`src/rtl/layer_compositor.sv`:
```
// Frame sequencer that enables draw layers one at a time in index order and
// multiplexes the active layer's pixel stream onto one registered write port.
module layer_compositor #(
  parameter int              NUM_LAYERS = 8,
  parameter int              X_W        = 9,
  parameter int              Y_W        = 8,
  parameter int              C_W        = 12,
  parameter logic [C_W-1:0]  KEY_COLOR  = '0,
  parameter int              TIMEOUT    = 131072,
  localparam int             LW         = (NUM_LAYERS > 1) ? $clog2(NUM_LAYERS) : 1
) (
  input  logic                      clk,
  input  logic                      resetn,
  input  logic                      go,
  input  logic                      continuous,
  input  logic [NUM_LAYERS-1:0]     layer_valid_mask,
  input  logic [NUM_LAYERS-1:0]     key_enable_mask,
  input  logic [NUM_LAYERS-1:0]     layer_done,
  input  logic [NUM_LAYERS*X_W-1:0] layer_x,
  input  logic [NUM_LAYERS*Y_W-1:0] layer_y,
  input  logic [NUM_LAYERS*C_W-1:0] layer_color,
  input  logic [NUM_LAYERS-1:0]     layer_we,
  output logic [NUM_LAYERS-1:0]     layer_enable,
  output logic [X_W-1:0]            X_out,
  output logic [Y_W-1:0]            Y_out,
  output logic [C_W-1:0]            Color_out,
  output logic                      writeEn,
  output logic [LW-1:0]             current_layer,
  output logic                      busy,
  output logic                      frame_done,
  output logic [NUM_LAYERS-1:0]     timeout_flags
);

  // state     | meaning
  // IDLE      | waiting for go, ptr held at 0
  // SELECT    | test layer ptr; skip costs one cycle
  // DRAW      | layer ptr enabled, watchdog running
  // FRAME_END | one-cycle frame_done, restart or idle
  typedef enum logic [1:0] {
    S_IDLE      = 2'd0,
    S_SELECT    = 2'd1,
    S_DRAW      = 2'd2,
    S_FRAME_END = 2'd3
  } state_t;

  // Watchdog counts down from TIMEOUT-1; reaching zero equals TIMEOUT DRAW cycles.
  localparam int             WD_W    = (TIMEOUT > 1) ? $clog2(TIMEOUT) : 1;
  localparam logic [WD_W-1:0] WD_LOAD = WD_W'((TIMEOUT > 0) ? (TIMEOUT - 1) : 0);

  state_t                r_state;
  logic [LW-1:0]         r_ptr;
  logic [NUM_LAYERS-1:0] r_enable;
  logic [WD_W-1:0]       r_wdog;
  logic                  r_frame_done;
  logic [NUM_LAYERS-1:0] r_tflags;
  logic [X_W-1:0]        r_x;
  logic [Y_W-1:0]        r_y;
  logic [C_W-1:0]        r_color;
  logic                  r_we;

  logic [X_W-1:0]        w_x;
  logic [Y_W-1:0]        w_y;
  logic [C_W-1:0]        w_color;
  logic                  w_we_sel;
  logic                  w_key_sel;
  logic                  w_valid;
  logic                  w_done;
  logic                  w_ptr_last;
  logic                  w_wd_exp;
  logic                  w_key_hit;
  logic                  w_we;
  logic [NUM_LAYERS-1:0] w_onehot;

  always_comb begin
    w_x       = '0;
    w_y       = '0;
    w_color   = '0;
    w_we_sel  = 1'b0;
    w_key_sel = 1'b0;
    w_valid   = 1'b0;
    w_done    = 1'b0;
    for (int i = 0; i < NUM_LAYERS; i++) begin
      if (r_ptr == LW'(i)) begin
        w_x       = layer_x[i*X_W +: X_W];
        w_y       = layer_y[i*Y_W +: Y_W];
        w_color   = layer_color[i*C_W +: C_W];
        w_we_sel  = layer_we[i];
        w_key_sel = key_enable_mask[i];
        w_valid   = layer_valid_mask[i];
        w_done    = layer_done[i];
      end
    end
  end

  assign w_ptr_last = (r_ptr == LW'(NUM_LAYERS - 1));
  assign w_wd_exp   = (TIMEOUT != 0) && (r_wdog == '0);
  assign w_onehot   = NUM_LAYERS'(1) << r_ptr;
  // Key test looks at the incoming colour so the write decision lines up with the pixel.
  assign w_key_hit  = w_key_sel && (w_color == KEY_COLOR);
  assign w_we       = (r_state == S_DRAW) && w_we_sel && !w_key_hit;

  always_ff @(posedge clk or negedge resetn) begin
    if (!resetn) begin
      r_x     <= '0;
      r_y     <= '0;
      r_color <= '0;
      r_we    <= 1'b0;
    end else begin
      r_x     <= w_x;
      r_y     <= w_y;
      r_color <= w_color;
      r_we    <= w_we;
    end
  end

  always_ff @(posedge clk or negedge resetn) begin
    if (!resetn) begin
      r_state      <= S_IDLE;
      r_ptr        <= '0;
      r_enable     <= '0;
      r_wdog       <= '0;
      r_frame_done <= 1'b0;
      r_tflags     <= '0;
    end else begin
      r_frame_done <= 1'b0;
      case (r_state)
        S_IDLE: begin
          r_ptr <= '0;
          if (go) begin
            r_tflags <= '0;
            r_state  <= S_SELECT;
          end
        end
        S_SELECT: begin
          if (w_valid) begin
            r_state  <= S_DRAW;
            r_enable <= w_onehot;
            r_wdog   <= WD_LOAD;
          end else if (w_ptr_last) begin
            r_state      <= S_FRAME_END;
            r_frame_done <= 1'b1;
          end else begin
            r_ptr <= r_ptr + 1'b1;
          end
        end
        S_DRAW: begin
          if (w_done || w_wd_exp) begin
            r_enable <= '0;
            // A simultaneous done is a normal finish, not a timeout.
            if (!w_done) r_tflags[r_ptr] <= 1'b1;
            if (w_ptr_last) begin
              r_state      <= S_FRAME_END;
              r_frame_done <= 1'b1;
            end else begin
              r_ptr   <= r_ptr + 1'b1;
              r_state <= S_SELECT;
            end
          end else if (r_wdog != '0) begin
            r_wdog <= r_wdog - 1'b1;
          end
        end
        S_FRAME_END: begin
          r_ptr <= '0;
          if (continuous) begin
            r_tflags <= '0;
            r_state  <= S_SELECT;
          end else begin
            r_state <= S_IDLE;
          end
        end
        default: r_state <= S_IDLE;
      endcase
    end
  end

  assign layer_enable  = r_enable;
  assign X_out         = r_x;
  assign Y_out         = r_y;
  assign Color_out     = r_color;
  assign writeEn       = r_we;
  assign current_layer = r_ptr;
  assign busy          = (r_state != S_IDLE);
  assign frame_done    = r_frame_done;
  assign timeout_flags = r_tflags;

endmodule
```
`config.mk`:
```
export PLATFORM = sky130hd
export DESIGN_NAME = layer_compositor
export DESIGN_NICKNAME = d
export VERILOG_FILES = /design/src/rtl/layer_compositor.sv
export SDC_FILE = /design/constraint.sdc
export NUM_CORES = 1
export LEC_CHECK = 0
export ABC_AREA = 1
export BUFFER_PORTS_ARGS = -buffer_cell sky130_fd_sc_hd__buf_2
export CAP_MARGIN = 20
export CORE_AREA = 2 2 122 124
export DETAILED_ROUTE_END_ITERATION = 10
export DIE_AREA = 0 0 124 126
export PLACE_DENSITY = 0.75
export SETUP_SLACK_MARGIN = 0.1
export SLEW_MARGIN = 30
export SYNTH_ARGS = -nofsm -noshare
export SYNTH_HDL_FRONTEND = slang
export SYNTH_SLANG_ARGS = --single-unit
export TNS_END_PERCENT = 30
```
`constraint.sdc`:
```
create_clock -name clk -period 4.5 [get_ports clk]
set_input_delay 0 -clock clk [delete_from_list [all_inputs] [get_ports clk]]
set_output_delay 0 -clock clk [all_outputs]
set_load 0.02 [all_outputs]
```
**Word-level counts from Yosys, hierarchy flattened**

Cells that the tools add are included.

- Output and inout port bits: 51
- Word-level logic and storage cells: 140
- Register bits: 69

- Add/sub/neg operators: 2
- Equality and inequality tests: 19
- Shift-type cells: 1
- Magnitude comparators: 2
- Bitwise gates (word level): 1
- Reductions and logical operators: 20
- Muxes and demuxes: 85

Operators by type and width:

| cell | number |
|---|---|
| $mux 8 | 14 |
| $mux 12 | 8 |
| $mux 9 | 8 |
| $mux 17 | 3 |
| $mux 1 | 37 |
| $pmux 17 s2 | 1 |
| $pmux 8 s3 | 1 |
| $logic_not 17->1 | 1 |
| $reduce_bool 17->1 | 1 |
| $sub 17x1->17 const B | 1 |
| $pmux 8 s2 | 1 |
| $eq 3x3->1 const B | 4 |
| $logic_not 12->1 | 1 |
| $ne 2x2->1 const B | 6 |
| $mux 2 | 5 |
| $mux 3 | 3 |
| $pmux 3 s3 | 1 |
| $or 8x8->8 | 1 |
| $pmux 2 s4 | 1 |
| $shl 1x3->8 const A | 1 |
| $eq 3x2->1 const B | 2 |
| $reduce_and 3->1 | 2 |
| $reduce_and 5->1 | 1 |
| $eq 2x2->1 const B | 2 |
| other kinds (19) | 24 |

**Depth between registers and ports, before layout**

Gate-level depths: netlist of the first run.

- Depth in word-level cells: 13
- Gate-level depth with buffers: 19
- Mapped depth without buffers: 18

**Worst setup path before layout of the first run**

No wires, ideal clock.

- Path type: register to register
- Start point: register r_ptr[2] (netlist: current_layer[2])
- End point: register r_x[0] (netlist: X_out[0])
- Library setup time: 76 ps
- Arrival time: 2304 ps
- Path slack: 2120 ps
- Period minus slack after synthesis: 2380 ps
- Cell stages (with the launch flop): 13
- Path through: dfrtp_1 inv_2 buf_1 ha_1 buf_2 buf_1 clkbuf_1 nand2_1 o21ai_0 nor2_1 o21ai_0 nor2_1 o21ai_1

- Cells in the longest elaborated chain, start to end: 9
- Elaborated cells between the ends (all ways): 16
- Classes of those cells: 7 x eq/ne; 8 x mux; 1 x reduce/logical

Ends and longest elaborated chain:

| element | line | RTL |
|---|---|---|
| start, declared | 51 | `logic [LW-1:0] r_ptr;` |
| start signal, assigned | 143 | `r_ptr <= r_ptr + 1'b1;` |
| start signal, assigned | 155 | `r_ptr <= r_ptr + 1'b1;` |
| $logic_not 3->1 | 83 | `if (r_ptr == LW'(i)) begin` |
| $mux 9 (7 in a row) | 83 |  |
| $mux 9 (*) | 83 |  |
| net w_x[0] | 61 | `logic [X_W-1:0] w_x;` |
| end signal, assigned | 109 | `r_x <= w_x;` |
| end, declared | 56 | `logic [X_W-1:0] r_x;` |

Mark *: on every way through the listed nets, which the timed path passes. The rest lies on a longest branch.
A chain may end at the register's enable or synchronous reset.

**Final worst setup path of the first run**

- Start point: register r_ptr[1] (netlist: current_layer[1])
- End point: register r_y[1] (netlist: Y_out[1])

- Cells in the longest elaborated chain, start to end: 9
- Elaborated cells between the ends (all ways): 16
- Classes of those cells: 7 x eq/ne; 8 x mux; 1 x reduce/logical

Ends and longest elaborated chain:

| element | line | RTL |
|---|---|---|
| $logic_not 3->1 | 83 |  |
| $mux 8 (7 in a row) | 83 |  |
| $mux 8 (*) | 83 |  |
| net w_y[1] | 62 | `logic [Y_W-1:0] w_y;` |
| end signal, assigned | 110 | `r_y <= w_y;` |
| end, declared | 57 | `logic [Y_W-1:0] r_y;` |

Marked as above.

==> results of run 1 <==
==> report_power, final <==
group | switching (mW) | internal, mW | total (mW)
sequential | 0.183 | 0.883 | 1.07
combinational | 1.92 | 1.12 | 3.03
clock | 0.281 | 0.541 | 0.823
total | 2.38 | 2.54 | 4.92
==> routing by layer <==
layer  global-route usage [%]  up-vias  part of all wire (%)
li1                         -     3803                     -
met1                     43.2     3482                    43
met2                     46.2      407                    44
met3                     7.11       63                   9.6
met4                     12.6        0                   3.8
met5                        0        -                     0
==> flip-flops by register name, summed over array words and instances (netlist names) <==
register / count
timeout_flags: 8
X_out: 9
Y_out: 8
r_wdog: 17
frame_done: 1
Color_out: 12
current_layer: 3
r_state: 2
layer_enable: 8
writeEn: 1
==> how the worst max path moves through the flow <==
stage / depth (start not counted) / from / slack [ps] / endpoint
floorplan: 12 / current_layer[2]$_DFFE_PN0P_ / 2120 / X_out[0]$_DFF_PN0_
global placement: 11 / current_layer[0]$_DFFE_PN0P_ / 1460 / r_wdog[14]$_DFFE_PN0P_
detailed placement: 14 / current_layer[1]$_DFFE_PN0P_ / 1400 / writeEn$_DFF_PN0_
CTS: 13 / current_layer[1]$_DFFE_PN0P_ / 1040 / Y_out[5]$_DFF_PN0_
global route: 13 / current_layer[1]$_DFFE_PN0P_ / 680 / Y_out[4]$_DFF_PN0_
finish: 13 / current_layer[1]$_DFFE_PN0P_ / 980 / Y_out[1]$_DFF_PN0_
==> cells by family after synthesis <==
family                   after synthesis
AO/OA/AOI/OAI                        124
flip-flops                            69
AND/OR/NAND/NOR                      650
buffers and inverters                143
adder cells (fa/ha/maj)               12
==> worst max-delay path, cell delays in order (launching register included) <==
cell and delay [ps]:
dfrtp_1 470, inv_1 200, ha_1 550, inv_1 190, nor2_1 120, buf_4 270
nand2_1 80, a31o_2 260, o21ai_0 160, nor2_1 50, o21ai_0 170, nor2_1 110
o21ai_1 210, dlygate4sd3_1 600
==> stage by stage <==
stage | util, % | instance area [sq um] | total power, mW
floorplan | - | 5920 | 3.01
global placement | 52.8 | 7550 | 3.82
detailed placement | 52.8 | 7550 | 3.85
CTS | 58.4 | 8360 | 4.87
global route | 58.4 | 8360 | 5.31
finish | 58.4 | 8360 | 4.92
==> layout make-up <==
type	instances	area, sq um
antenna	2	5.00
timing repair buffer	373	2120
inverter	89	334
multi-input combinational	786	3600
clock buffer	10	229
sequential	69	1730
clock inverter	6	111
tap	184	230
fill	1430	5950
==> timing repair <==
action / 4_1_cts / 5_1_grt
hold buffers: 46 / 0
setup buffers: 0 / 0
endpoints found under the hold margin: 98 / 0
endpoints found under the setup margin: 0 / 0
==> cell usage after synthesis (all sizes together) <==
master,instances,area (sq um)
buf,29,160
a31o,16,140
o21ai,85,437
or2,28,175
nand3b,1,7.51
a21oi,16,83.8
o22ai,1,6.26
nor2,140,541
inv,89,334
nor3,9,45.0
nand4,6,37.5
o211ai,5,37.5
nor4,1,6.26
nand3,97,485
dfrtp,69,1730
a21boi,1,7.51
ha,12,150
clkbuf,25,95.1
nand2,368,1440
==> metrics.yaml, run 1 <==
synth_area_sq_um: 5920
postSynthAreaPerCell_sq_um: 5.93
synth_cells: 998
setup_ws_ps: 977
grt_pass1_wl_um: 37000
place_hpwl_um: 18600
whs_ps: 25.8
die_h_um: 126
min_from: "layer_color[74]"
rsz0062_at_grt: "no"
ys_ff_latch: 69
io_buffers: 318
cts_tree: "yes"
rows: 44
clk_latency_ps: 340
yosysSeqAreaShare_pct: 29.2
cts_root_buf: "clkbuf_16"
worst_pin_slew_ps: 776
start_kind: "register"
grt_max_degree: 70
fin_nets: 1608
fin_crit_sh_pct: 78.3
drtIter0Drc: 561
gp_congestion: 0.930
cts.clk_slew.worst_paths_ps: 60
io_pins: 319
final_cell_mix: "353 x nand2_1, 318 x buf_2, 138 x nor2_1, 97 x nand3_1, 84 x inv_1"
synth_fp_nets: 1278
skew_ps: 7.14
cp.arrival_ps: 3790
synth_compound_area_share_pct: 12.0
h-tree-depth: 3
first_global_vias: 6989
synth-adder-area-share_pct: 2.54
r2r_end: "Y_out[1]$_DFF_PN0_"
ir_drop_uv: 227
rrSetupSlack_ps: 980
worstRegToRegCells: 13
yosys_warnings: 0
overflow: 0
final_max_slew_viol_count: 0
worstHoldPathCells: 5
synth_xor_area_share_pct: 0
via_count: 7755
cts.sinks: 69
avgViaCountPerCell: 5.11
critical_path.max_fanout: 21
antenna_found_initial: 1
hold_path_end: "Color_out[2]$_DFF_PN0_"
dr.pass1.iters: 7
start_util_pct: 41.3
yosysUniqueCellTypes: 32
synth.area.mux_share_pct: 0
drc: 0
synth_top_family_by_area: "simple AND/OR/NAND/NOR gates"
postRouteAntennaNets: 0
cts_inserted_buffers: 9
final_cells: 1519
power.density_nw_per_um2: 588
syn2layout_area_growth_pct: 41.4
dp_slack_ps: 1400
fmax_mhz: 284
required_ps: 4770
ctsResizeCount: 0
dieArea_sq_um: 15600
grt_usage_pct: 31.0
crit_type: "register to register"
wire_per_inst_um: 16.2
core-area_sq_um: 14300
drive_above_1_share_pct: 30.7
setup_viol: 0
hold_path_class: "input pin to register"
status: "complete, no violations"
post-place-cells: 1455
cts.path.max_buffers: 2
leakage_nw: 4.66
reg2reg_from: "current_layer[1]$_DFFE_PN0P_"
finalHoldViolCount: 0
min_period_ps: 3520
setup-tns-final_ps: 0
cap_viol_max_count: 0
yosys.area_share.simple_pct: 46.3
relSlewSlack_pct: 48.2
chipWidth_um: 124
layout_commonest_cell: "nand2_1"
routed_wl_um: 24500
end_kind: "register"
Note: power is estimated with default switching activity, not from simulation.
==> run 2, diff against run 1 <==
- CORE_AREA: 2 2 122 124 -> 2 2 124 126
- DIE_AREA: 0 0 124 126 -> 0 0 126 128
- PLACE_DENSITY: 0.75 -> 0.73
- clock period: 4.5 -> 3.4 ns (I/O delays scaled with it)
==> metrics.yaml, run 2 (synthesized netlist as in run 1, its figures left out) <==
status: "complete, no violations"
hold_path_class: "input pin to register"
multi_input_area_sq_um: 3630
clk_latency_ps: 340
drive_above_1_share_pct: 31.4
antenna_found_initial: 3
cts.path.max_buffers: 2
fin_crit_sh_pct: 88.5
min_from: "layer_x[60]"
reg2reg_from: "current_layer[1]$_DFFE_PN0P_"
wire_per_inst_um: 16.4
start_kind: "register"
cp_slowest_cell: "dlygate4sd3_1"
io_pins: 319
setup_viol: 0
hold_path_end: "X_out[6]$_DFF_PN0_"
grt_pass1_wl_um: 38000
fmax_mhz: 332
via_count: 7691
drt-met1-wl_um: 10900
cap_viol_max_count: 0
overflow: 0
dr.pass1.iters: 6
avgViaCountPerCell: 5.03
pwr-share-seq_pct: 22.5
final_max_slew_viol_count: 0
cts_setup_buffers: 0
fin_nets: 1612
wl_met2_um: 10900
worstRegToRegCells: 13
cp.arrival_ps: 3290
setup_ws_ps: 390
regArea_sq_um: 1730
gp_congestion: 0.973
relSlewSlack_pct: 54.6
core-area_sq_um: 14900
drtIter0Drc: 695
crit_type: "register to register"
place_hpwl_um: 19300
finalHoldViolCount: 0
cts.sinks: 69
postRouteAntennaNets: 0
top_layer_used: "met4"
end_kind: "register"
leakage_nw: 4.65
post-route-util_pct: 56.3
largest_reg_flops: 17
io_buffers: 318
dp_slack_ps: 524
fill_cells: 1536
r2r_end: "Y_out[5]$_DFF_PN0_"
skew_ps: 6.07
required_ps: 3680
path_delay_family: "buffers and inverters"
rsz0062_at_grt: "no"
h-tree-depth: 3
comb_power_share_pct: 62.3
cts_root_buf: "clkbuf_16"
routed_wl_um: 25000
grt_usage_pct: 30.3
die_h_um: 128
dieArea_sq_um: 16100
start_util_pct: 39.8
power.density_nw_per_um2: 749
power_frac_clock_pct: 15.2
netSwitchingPower_mw: 3.14
worstPathCellList: "inv_1, ha_4, inv_1, nor2_1, buf_4, nand2_1, a31o_2, o21ai_0, nor2_1, o21ai_0, nor2_1, o21ai_1, dlygate4sd3_1"
power.internal_mw: 3.13
final_cell_mix: "353 x nand2_1, 318 x buf_2, 138 x nor2_1, 97 x nand3_1, 84 x inv_1"
p_total_mw: 6.27
finalInstanceArea_sq_um: 8370
critical_path_buf_inv_count: 4
critical_path.max_fanout: 21
chipWidth_um: 126
setup-tns-final_ps: 0
syn2layout_area_growth_pct: 41.5
first_global_vias: 7092
wl_met3_um: 2540
layout_commonest_cell: "nand2_1"
largest_register: "r_wdog"
place_area_sq_um: 7620
min_period_ps: 3010
ir_drop_uv: 441
drc: 0
worst_pin_slew_ps: 680
rows: 45
worstHoldPathCells: 3
cts_inserted_buffers: 9
rrSetupSlack_ps: 390
critPathMostFrequentCell: "nor2_1"
cts_tree: "yes"
grt_max_degree: 70
max_stage_delay_ps: 560
cts.clk_slew.worst_paths_ps: 60
swShare_pct: 50.0
[run 2: power by group through the flow]
stage | Sequential (mW) | Combinational [mW] | Clock (mW)
after floorplan | 1.63 | 2.35 | 0
after global placement | 1.40 | 3.68 | 0
after detailed placement | 1.41 | 3.72 | 0
after CTS | 1.40 | 3.82 | 0.964
after global routing | 1.45 | 4.36 | 1.00
final | 1.41 | 3.90 | 0.955
[run 2: worst reg2reg max path, delay by kind of cell, from the launching register on]
family | cells | cell delay [ps]
flops | 1 | 470
simple gates | 4 | 330
fa+ha+maj | 1 | 300
buf+inv | 4 | 1170
compound gates | 4 | 690
[run 2: how the worst max path moves through the flow]
stage                                       startpoint  cells past startpoint  slack, ps                    end
after floorplan           current_layer[2]$_DFFE_PN0P_                     12       1020     X_out[0]$_DFF_PN0_
after global placement    current_layer[1]$_DFFE_PN0P_                     12        560     Y_out[3]$_DFF_PN0_
after detailed placement  current_layer[1]$_DFFE_PN0P_                     16        520  r_wdog[3]$_DFFE_PN0P_
after CTS                 current_layer[1]$_DFFE_PN0P_                     13        130     Y_out[5]$_DFF_PN0_
after global routing      current_layer[1]$_DFFE_PN0P_                     13        140     Y_out[5]$_DFF_PN0_
final                     current_layer[1]$_DFFE_PN0P_                     13        390     Y_out[5]$_DFF_PN0_
[run 2: routing by layer]
metal | vias up | track usage, %
li1 | 3818 | -
met1 | 3436 | 42.4
met2 | 388 | 46.2
met3 | 49 | 6.76
met4 | 0 | 10.4
met5 | - | 0
[run 2: what timing repair did]
item / CTS / global route
setup endpoints to repair: 0 / 4
hold buffers: 41 / 0
endpoints found under the hold margin: 98 / 0
gates resized for setup: 0 / 4
[run 2: layout make-up]
cell class,count,share of cell area (%)
multi-input combinational,787,43.3
timing repair buffer,376,25.5
sequential,69,20.6
inverter,89,3.99
clock buffer,11,2.90
tap,188,2.81
clock inverter,5,0.702
antenna,5,0.149
[run 2: through the flow]
stage          hold slack, ps  cells
2_1_floorplan            -296    998
3_3_place_gp              207   1467
3_5_place_dp              207   1467
4_1_cts                 0.582   1524
5_1_grt                  39.1   1526
6_report                 7.24   1530
